## config.mk

```make
export PLATFORM = sky130hd
export DESIGN_NAME = fifo_uart_tx_flat
export DESIGN_NICKNAME = d
export VERILOG_FILES = /design/src/rtl/fifo_uart_tx_if.sv /design/src/rtl/fifo_uart_tx.sv /design/src/flat_wrapper.sv
export SDC_FILE = /design/constraint.sdc
export NUM_CORES = 1
export LEC_CHECK = 0
export ABC_AREA = 1
export BUFFER_PORTS_ARGS = -buffer_cell sky130_fd_sc_hd__buf_2
export CAP_MARGIN = 20
export CELL_PAD_IN_SITES_DETAIL_PLACEMENT = 1
export CELL_PAD_IN_SITES_GLOBAL_PLACEMENT = 1
export CORE_UTILIZATION = 46
export CTS_CLUSTER_SIZE = 40
export DETAILED_ROUTE_END_ITERATION = 10
export MAX_ROUTING_LAYER = met4
export PLACE_DENSITY_LB_ADDON = 0.2
export SLEW_MARGIN = 20
export SYNTH_ARGS = -nofsm -noshare
export SYNTH_HDL_FRONTEND = slang
export SYNTH_SLANG_ARGS = --single-unit
```

## constraint.sdc

```tcl
create_clock -name clk -period 2.9 [get_ports clk]
set_input_delay 0.145 -clock clk [delete_from_list [all_inputs] [get_ports clk]]
set_output_delay 0.145 -clock clk [all_outputs]
set_load 0.05 [all_outputs]
```

## src/rtl/fifo_uart_tx_if.sv

```systemverilog
// ============================================================================
// fifo_uart_tx_if : pull handshake between the UART transmitter and its FIFO
// Revision: 1.0
// ============================================================================
`default_nettype none

interface fifo_uart_tx_if;
    logic       fifoNotEmpty;
    logic       fifoRead;
    logic       fifoDataReady;
    logic [7:0] fifoData;

    // The transmitter drives the pull request.
    modport master (
        input  fifoNotEmpty,
        input  fifoDataReady,
        input  fifoData,
        output fifoRead
    );

    modport slave (
        output fifoNotEmpty,
        output fifoDataReady,
        output fifoData,
        input  fifoRead
    );
endinterface

`default_nettype wire

```

## src/rtl/fifo_uart_tx.sv

```systemverilog
// ============================================================================
// fifo_uart_tx : pulls bytes from a FIFO and sends them as 8N1 UART frames
// Revision: 1.0
// ============================================================================
`default_nettype none

module fifo_uart_tx #(
    parameter int unsigned CLKS_PER_BIT = 16
) (
    input  wire logic          clk,
    input  wire logic          rst_n,
    input  wire logic          enable,
    fifo_uart_tx_if.master     fifo,
    output logic               tx,
    output logic               busy,
    output logic               timeoutErr,
    output logic [15:0]        txCount
);

    localparam logic [15:0] c_BIT_LAST  = 16'(CLKS_PER_BIT - 1);
    localparam logic [15:0] c_WAIT_LAST = 16'd3;

    typedef enum logic [2:0] {
        S_IDLE  = 3'd0,
        S_WAIT  = 3'd1,
        S_START = 3'd2,
        S_DATA  = 3'd3,
        S_STOP  = 3'd4
    } state_t;

    state_t      state_q;
    logic [15:0] cnt_q;
    logic [2:0]  idx_q;
    logic [7:0]  sh_q;
    logic        tx_q;
    logic        busy_q;
    logic        rd_q;
    logic        tmo_q;
    logic [15:0] txcnt_q;
    logic        armed_q;

    assign tx            = tx_q;
    assign busy          = busy_q;
    assign timeoutErr    = tmo_q;
    assign txCount       = txcnt_q;
    assign fifo.fifoRead = rd_q;

    // armed_q keeps the first edge after reset release from issuing a pull.
    always_ff @(posedge clk or negedge rst_n) begin
        if (!rst_n) begin
            state_q <= S_IDLE;
            cnt_q   <= '0;
            idx_q   <= '0;
            sh_q    <= '0;
            tx_q    <= 1'b1;
            busy_q  <= 1'b0;
            rd_q    <= 1'b0;
            tmo_q   <= 1'b0;
            txcnt_q <= '0;
            armed_q <= 1'b0;
        end else begin
            armed_q <= 1'b1;
            rd_q    <= 1'b0;
            tmo_q   <= 1'b0;
            case (state_q)
                S_IDLE: begin
                    if (armed_q && enable && fifo.fifoNotEmpty) begin
                        rd_q    <= 1'b1;
                        busy_q  <= 1'b1;
                        cnt_q   <= '0;
                        state_q <= S_WAIT;
                    end
                end
                S_WAIT: begin
                    // cnt_q counts unanswered WAIT cycles here.
                    if (fifo.fifoDataReady) begin
                        sh_q    <= fifo.fifoData;
                        tx_q    <= 1'b0;
                        cnt_q   <= '0;
                        state_q <= S_START;
                    end else if (cnt_q == c_WAIT_LAST) begin
                        tmo_q   <= 1'b1;
                        busy_q  <= 1'b0;
                        cnt_q   <= '0;
                        state_q <= S_IDLE;
                    end else begin
                        cnt_q <= cnt_q + 16'd1;
                    end
                end
                S_START: begin
                    if (cnt_q == c_BIT_LAST) begin
                        cnt_q   <= '0;
                        idx_q   <= '0;
                        tx_q    <= sh_q[0];
                        state_q <= S_DATA;
                    end else begin
                        cnt_q <= cnt_q + 16'd1;
                    end
                end
                S_DATA: begin
                    if (cnt_q == c_BIT_LAST) begin
                        cnt_q <= '0;
                        if (idx_q == 3'd7) begin
                            tx_q    <= 1'b1;
                            state_q <= S_STOP;
                        end else begin
                            idx_q <= idx_q + 3'd1;
                            tx_q  <= sh_q[1];
                            sh_q  <= {1'b0, sh_q[7:1]};
                        end
                    end else begin
                        cnt_q <= cnt_q + 16'd1;
                    end
                end
                S_STOP: begin
                    if (cnt_q == c_BIT_LAST) begin
                        cnt_q   <= '0;
                        txcnt_q <= txcnt_q + 16'd1;
                        busy_q  <= 1'b0;
                        state_q <= S_IDLE;
                    end else begin
                        cnt_q <= cnt_q + 16'd1;
                    end
                end
                default: begin
                    cnt_q   <= '0;
                    tx_q    <= 1'b1;
                    busy_q  <= 1'b0;
                    state_q <= S_IDLE;
                end
            endcase
        end
    end

endmodule

`default_nettype wire

```

## src/flat_wrapper.sv

```systemverilog
// flat-port wrapper written by rule: the top's interface ports become plain ports
module fifo_uart_tx_flat 
#(
    parameter int unsigned CLKS_PER_BIT = 16
)
  (clk, rst_n, enable, tx, busy, timeoutErr, txCount, fifo_fifoNotEmpty, fifo_fifoDataReady, fifo_fifoData, fifo_fifoRead);
  fifo_uart_tx_if fifo_i ();
  input  wire logic clk;
  input  wire logic rst_n;
  input  wire logic enable;
  output logic tx;
  output logic busy;
  output logic timeoutErr;
  output logic [15:0] txCount;
  input wire logic [$bits(fifo_i.fifoNotEmpty)-1:0] fifo_fifoNotEmpty;
  input wire logic [$bits(fifo_i.fifoDataReady)-1:0] fifo_fifoDataReady;
  input wire logic [$bits(fifo_i.fifoData)-1:0] fifo_fifoData;
  output wire logic [$bits(fifo_i.fifoRead)-1:0] fifo_fifoRead;
  assign fifo_i.fifoNotEmpty = fifo_fifoNotEmpty;
  assign fifo_i.fifoDataReady = fifo_fifoDataReady;
  assign fifo_i.fifoData = fifo_fifoData;
  assign fifo_fifoRead = fifo_i.fifoRead;
  fifo_uart_tx #(.CLKS_PER_BIT(CLKS_PER_BIT)) u_core (.clk(clk), .rst_n(rst_n), .enable(enable), .fifo(fifo_i), .tx(tx), .busy(busy), .timeoutErr(timeoutErr), .txCount(txCount));
endmodule
```

Word level (Yosys, flattened, before mapping)
Cells that the tools add are included.

Input port bits: 13. ROM bits: 0. Memories: 0. Word-level logic and storage cells: 81. Output and inout bits: 20. RAM bits: 0. Latch bits: 0. Register bits: 51.

$mul: 0. Order comparisons: 0. Equality and inequality tests: 17. Muxes and demuxes: 35. Reductions and logical operators: 14. Shift-type cells: 0. Divide/modulo/power cells: 0. Bitwise gates (word level): 2. $add $sub $neg: 3.

Operators by type and width (count): $mux W16 (4); $pmux W16 S3 (1); $add A16 B1 Y16 const B (2); $mux W3 (9); $mux W8 (3); $eq A16 B2 Y1 const B (1); $eq A16 B4 Y1 const B (1); $pmux W8 S2 (1); $pmux W3 S5 (1); $mux W1 (13); $ne A2 B1 Y1 const B (6); $reduce_and A4 Y1 (3); $pmux W1 S4 (2); $eq A3 B2 Y1 const B (2); $eq A3 B3 Y1 const B (2); $ne A2 B2 Y1 const B (3); $pmux W3 S2 (1); $reduce_and A6 Y1 (1); $reduce_and A5 Y1 (1); $reduce_bool A2 Y1 (2); $reduce_or A2 Y1 (2); $add A3 B1 Y3 const B (1); $eq A3 B1 Y1 const B (1); $logic_not A3 Y1 (1); 5 further kinds (7).

Logic depth before layout (Yosys ltp)
Depth in word-level cells: 4. Gate-level depth with buffers: 10. Mapped depth without buffers: 9.

Worst setup path before layout
Ideal clock, no wire load.

Kind: register to register. Start point: register u_core.txcnt_q[0] (netlist: u_core.txCount[0]). End point: register u_core.txcnt_q[14] (netlist: u_core.txCount[14]). Stages on the path, launching flop included: 9. Data required time: 2.773 ns. Period minus slack after synthesis: 1.724 ns. Buffers on the path: 0. Library setup time: 0.127 ns. Arrival: 1.597 ns. Slack: 1.176 ns. Cell sequence: dfrtp_1 ha_1 nand2_1 nor3_1 nand2_1 nand2_1 nand2_1 nand2_1 o21ai_0.

Cells in the longest elaborated chain, start to end: 1.

RTL lines: from (decl) (line fifo_uart_tx.sv:39) `logic [15:0] txcnt_q;`; from (signal assigned) (line fifo_uart_tx.sv:118) `txcnt_q <= txcnt_q + 16'd1;`; $add A16 B1 Y16 (line fifo_uart_tx.sv:118).

No other way between the ends. A chain may end at the register's enable or synchronous reset.

Final worst setup path
Start point: register u_core.cnt_q[0]. End point: register u_core.txcnt_q[10] (netlist: u_core.txCount[10]).

Cells in the longest elaborated chain, start to end: 2.

RTL lines: from (decl) (line fifo_uart_tx.sv:32) `logic [15:0] cnt_q;`; from (signal assigned) (line fifo_uart_tx.sv:87) `cnt_q <= cnt_q + 16'd1;`; from (signal assigned) (line fifo_uart_tx.sv:97) `cnt_q <= cnt_q + 16'd1;`; from (signal assigned) (line fifo_uart_tx.sv:112) `cnt_q <= cnt_q + 16'd1;`; $eq A16 B4 Y1 (line fifo_uart_tx.sv:116) `if (cnt_q == c_BIT_LAST) begin`; $reduce_and A2 Y1 (no line).

No other way between the ends.

==> flow_metrics.env <==
export IMPL_syn_num_nets=391
export IMPL_synth_area_mm2=0.00284
export IMPL_maxCapViolations=0
export IMPL_crit_path_start_kind="register"
export IMPL_yosys_warnings=0
export IMPL_ys_seq_area_share_pct=45.0
export IMPL_fin_cells=487
export IMPL_fillers=787
export IMPL_clkSlewWorstSetupHoldPaths_ns=0.10
export IMPL_synth_area_leaders="dfrtp_1 44%, nand2_1 16%, nor2_1 7.0%"
export IMPL_cp_startpoint="u_core.cnt_q[0]$_DFFE_PN0P_"
export IMPL_clock_fmax_ghz=0.541
export IMPL_start_util_pct=47.9
export IMPL_hpwlAfterDp_um=5140
export IMPL_cts_sinks=51
export IMPL_synth_edff_count=0
export IMPL_hp_start="fifo_fifoData[7]"
export IMPL_synth_top_area_share_pct=44.1
export IMPL_postCtsHoldBufs=1
export IMPL_numCtsBuffers=5
export IMPL_die_y_um=80.5
export IMPL_core_mm2=0.00592
export IMPL_cts_htree_levels=2
export IMPL_outcome="finished, final reports clean"
export IMPL_worstSetupPathType="reg -> reg"
export IMPL_globalplace_congestion=0.799
export IMPL_p_per_area_mw_per_mm2=396
export IMPL_critPathCapture="u_core.txCount[10]$_DFFE_PN0P_"
export IMPL_placed_cells=478
export IMPL_drc=0
export IMPL_reg2reg_from="u_core.cnt_q[0]$_DFFE_PN0P_"
export IMPL_grt_start_max_net_pins=39
export IMPL_finalNetCount=428
export IMPL_synthCells=374
export IMPL_slew_violations=0
export IMPL_antenna_cells=0
export IMPL_io_pins=33
export IMPL_worstPathArrival_ns=2.06
export IMPL_drt_first_iter_violations=111
export IMPL_crit_chain="ha_1, nand3_1, nor2_2, nand2_4, nor2_4, inv_2, o21ai_1, nand2_1"
export IMPL_cts_tree="built"
export IMPL_cp_end_kind="register"
export IMPL_ir_drop_uv=317
export IMPL_grt_pass1_wl_um=11600
export IMPL_synth_cell_types=31
export IMPL_fin_skew_ns=0.00871
export IMPL_async_flop_share_pct=100
export IMPL_fp_dieArea_mm2=0.00649
export IMPL_clk_insertion_delay_late_ns=0.31
export IMPL_ys_seq_elements=51
export IMPL_clockRootBuffer="clkbuf_8"
export IMPL_path_max_fanout=18
export IMPL_synthFlopType="dfrtp_1"
export IMPL_rsz0062_at_grt="no"
export IMPL_setup_viol=0
export IMPL_leakage_nw=1.59
export IMPL_synth_top_area_cell="dfrtp_1"
export IMPL_total_power_mw=1.26
export IMPL_port_buffers=32
export IMPL_grt_pass1_vias=2589
export IMPL_ff2ff_path_depth=8
export IMPL_ctsResizeCount=0
export IMPL_relSlewSlack_pct=42.8
export IMPL_reg2reg_to="u_core.txCount[10]$_DFFE_PN0P_"
export IMPL_layout_setup_ws_ns=1.05
export IMPL_pre_cts_ws_ns=1.06
export IMPL_drive_gt1_share_pct=17.0
export IMPL_fin_tns_setup_ns=0
export IMPL_grt_overflow=0
export IMPL_cts_setup_buffers=0
export IMPL_tightestPinTransition_ns=0.857
export IMPL_firstDrtPassIters=4
export IMPL_grt_util_all_layers_pct=23.7
export IMPL_detail_route_antenna_nets=0
export IMPL_syn2layout_area_growth_pct=12.4
export IMPL_grt_antenna_before_repair=0
export IMPL_finalCritPeriodShare_pct=63.8
export IMPL_hold_path_class="in -> reg"
export IMPL_wl_um=6740
export IMPL_die_w_um=80.5
export IMPL_rrSetupSlack_ns=1.05
export IMPL_hold_viol_final=0
export IMPL_std_cell_rows=28
export IMPL_cts_buffer_depth=2
export IMPL_vias=2508
export IMPL_whs_ns=0.0625
export IMPL_avgRoutedWirePerCell_um=13.8
export IMPL_crit_slowest_cell="dfrtp_1"
export IMPL_syn_area_per_cell_um2=7.59
export IMPL_worstPathRequired_ns=3.11
export IMPL_vias_per_cell=5.15
export IMPL_critPathMaxStageDelay_ns=0.41
export IMPL_min_period_ns=1.85
cell usage after synthesis (2+ instances only):
cell type  instances
a21oi_1            2
buf_6              2
dfrtp_1           50
ha_1               4
inv_1             32
inv_2              7
nand2_1          118
nand2_2            5
nand3_1           28
nand3_2            4
nand4_1           11
nor2_1            53
nor2_2             4
nor2_4             2
nor3_1             3
o21ai_0           18
o21ai_1            4
o21ai_2            2
o21bai_1           2
xnor2_1            6
xor2_1             7
cell usage in the layout (no fill, tap or decap), types with 2 or more instances in the layout:
cell type	instances
xnor2_1	6
o21ai_2	2
nand2_1	118
nor3_1	3
inv_1	32
nand3_1	28
a21oi_1	2
nor2_1	53
nor2_2	4
xor2_1	7
clkbuf_8	5
o21bai_1	2
dfrtp_1	50
o21ai_1	4
nor2_4	2
o21ai_0	18
nand3_2	4
ha_1	4
inv_2	7
nand4_1	11
buf_2	32
nand2_2	5
worst max-delay path, delay by kind of cell, from the launching register on:
family                   cells  cell delay, ns
AO/OA/AOI/OAI                1            0.15
adder cells (fa/ha/maj)      1            0.23
buffers and inverters        1            0.15
AND/OR/NAND/NOR              5            0.80
flip-flops                   1            0.41
sequential cells by signal, indices dropped and copies added (netlist names), 3 cells and up:
name,flops
u_core.cnt_q,16
u_core.txCount,16
u_core.sh_q,8
u_core.idx_q,3
u_core.state_q,3
per-layer routing:
layer,wire [um],GRT usage (%),up-vias,share of wire (%)
li1,-,-,1254,-
met1,3150,28.8,1216,47
met2,3370,41.1,30,50
met3,125,3.30,8,1.9
met4,89,6.79,0,1.3
met5,0,-,-,0
logic make-up after synthesis:
family	Yosys count	synth area share [%]
flip-flops	51	45.0
XOR/XNOR	14	4.59
other	1	0.132
adder cells (fa/ha/maj)	4	1.76
buffers and inverters	43	6.39
AND/OR/NAND/NOR	232	36.5
AO/OA/AOI/OAI	29	5.60
power breakdown:
group / leakage, nW / internal, mW / switching [mW] / total [mW]
Clock: 0.0587 / 0.262 / 0.259 / 0.521
Combinational: 0.901 / 0.00978 / 0.0202 / 0.0299
Sequential: 0.634 / 0.711 / 0.000365 / 0.712
how the worst min path moves through the flow:
stage	endpoint	slack, ns	depth (start not counted)
detailed placement	u_core.idx_q[0]$_DFFE_PN0P_	0.30	1
finish	u_core.sh_q[7]$_DFFE_PN0P_	0.06	3
global placement	u_core.idx_q[0]$_DFFE_PN0P_	0.30	1
floorplan	u_core.armed_q$_DFF_PN0_	-0.15	0
global route	u_core.sh_q[7]$_DFFE_PN0P_	0.08	3
CTS	u_core.sh_q[7]$_DFFE_PN0P_	0.06	3
metrics by stage:
step	util [%]	area, um^2
2_1_floorplan	-	2840
3_3_place_gp	51.8	3060
3_5_place_dp	51.8	3060
4_1_cts	53.9	3190
5_1_grt	53.9	3190
6_report	53.9	3190
cell type report:
| cell class | instances | area, um^2 | area share, % |
|---|---|---|---|
| multi-input cells | 280 | 1380 | 43.2 |
| flip-flops and latches | 51 | 1280 | 40.0 |
| repair buffers | 34 | 178 | 5.57 |
| inverters | 39 | 146 | 4.59 |
| well taps | 75 | 93.8 | 2.94 |
| clock buffers | 5 | 68.8 | 2.16 |
| clock inverters | 3 | 47.5 | 1.49 |
No activity file was read; power rests on OpenSTA's default activity.
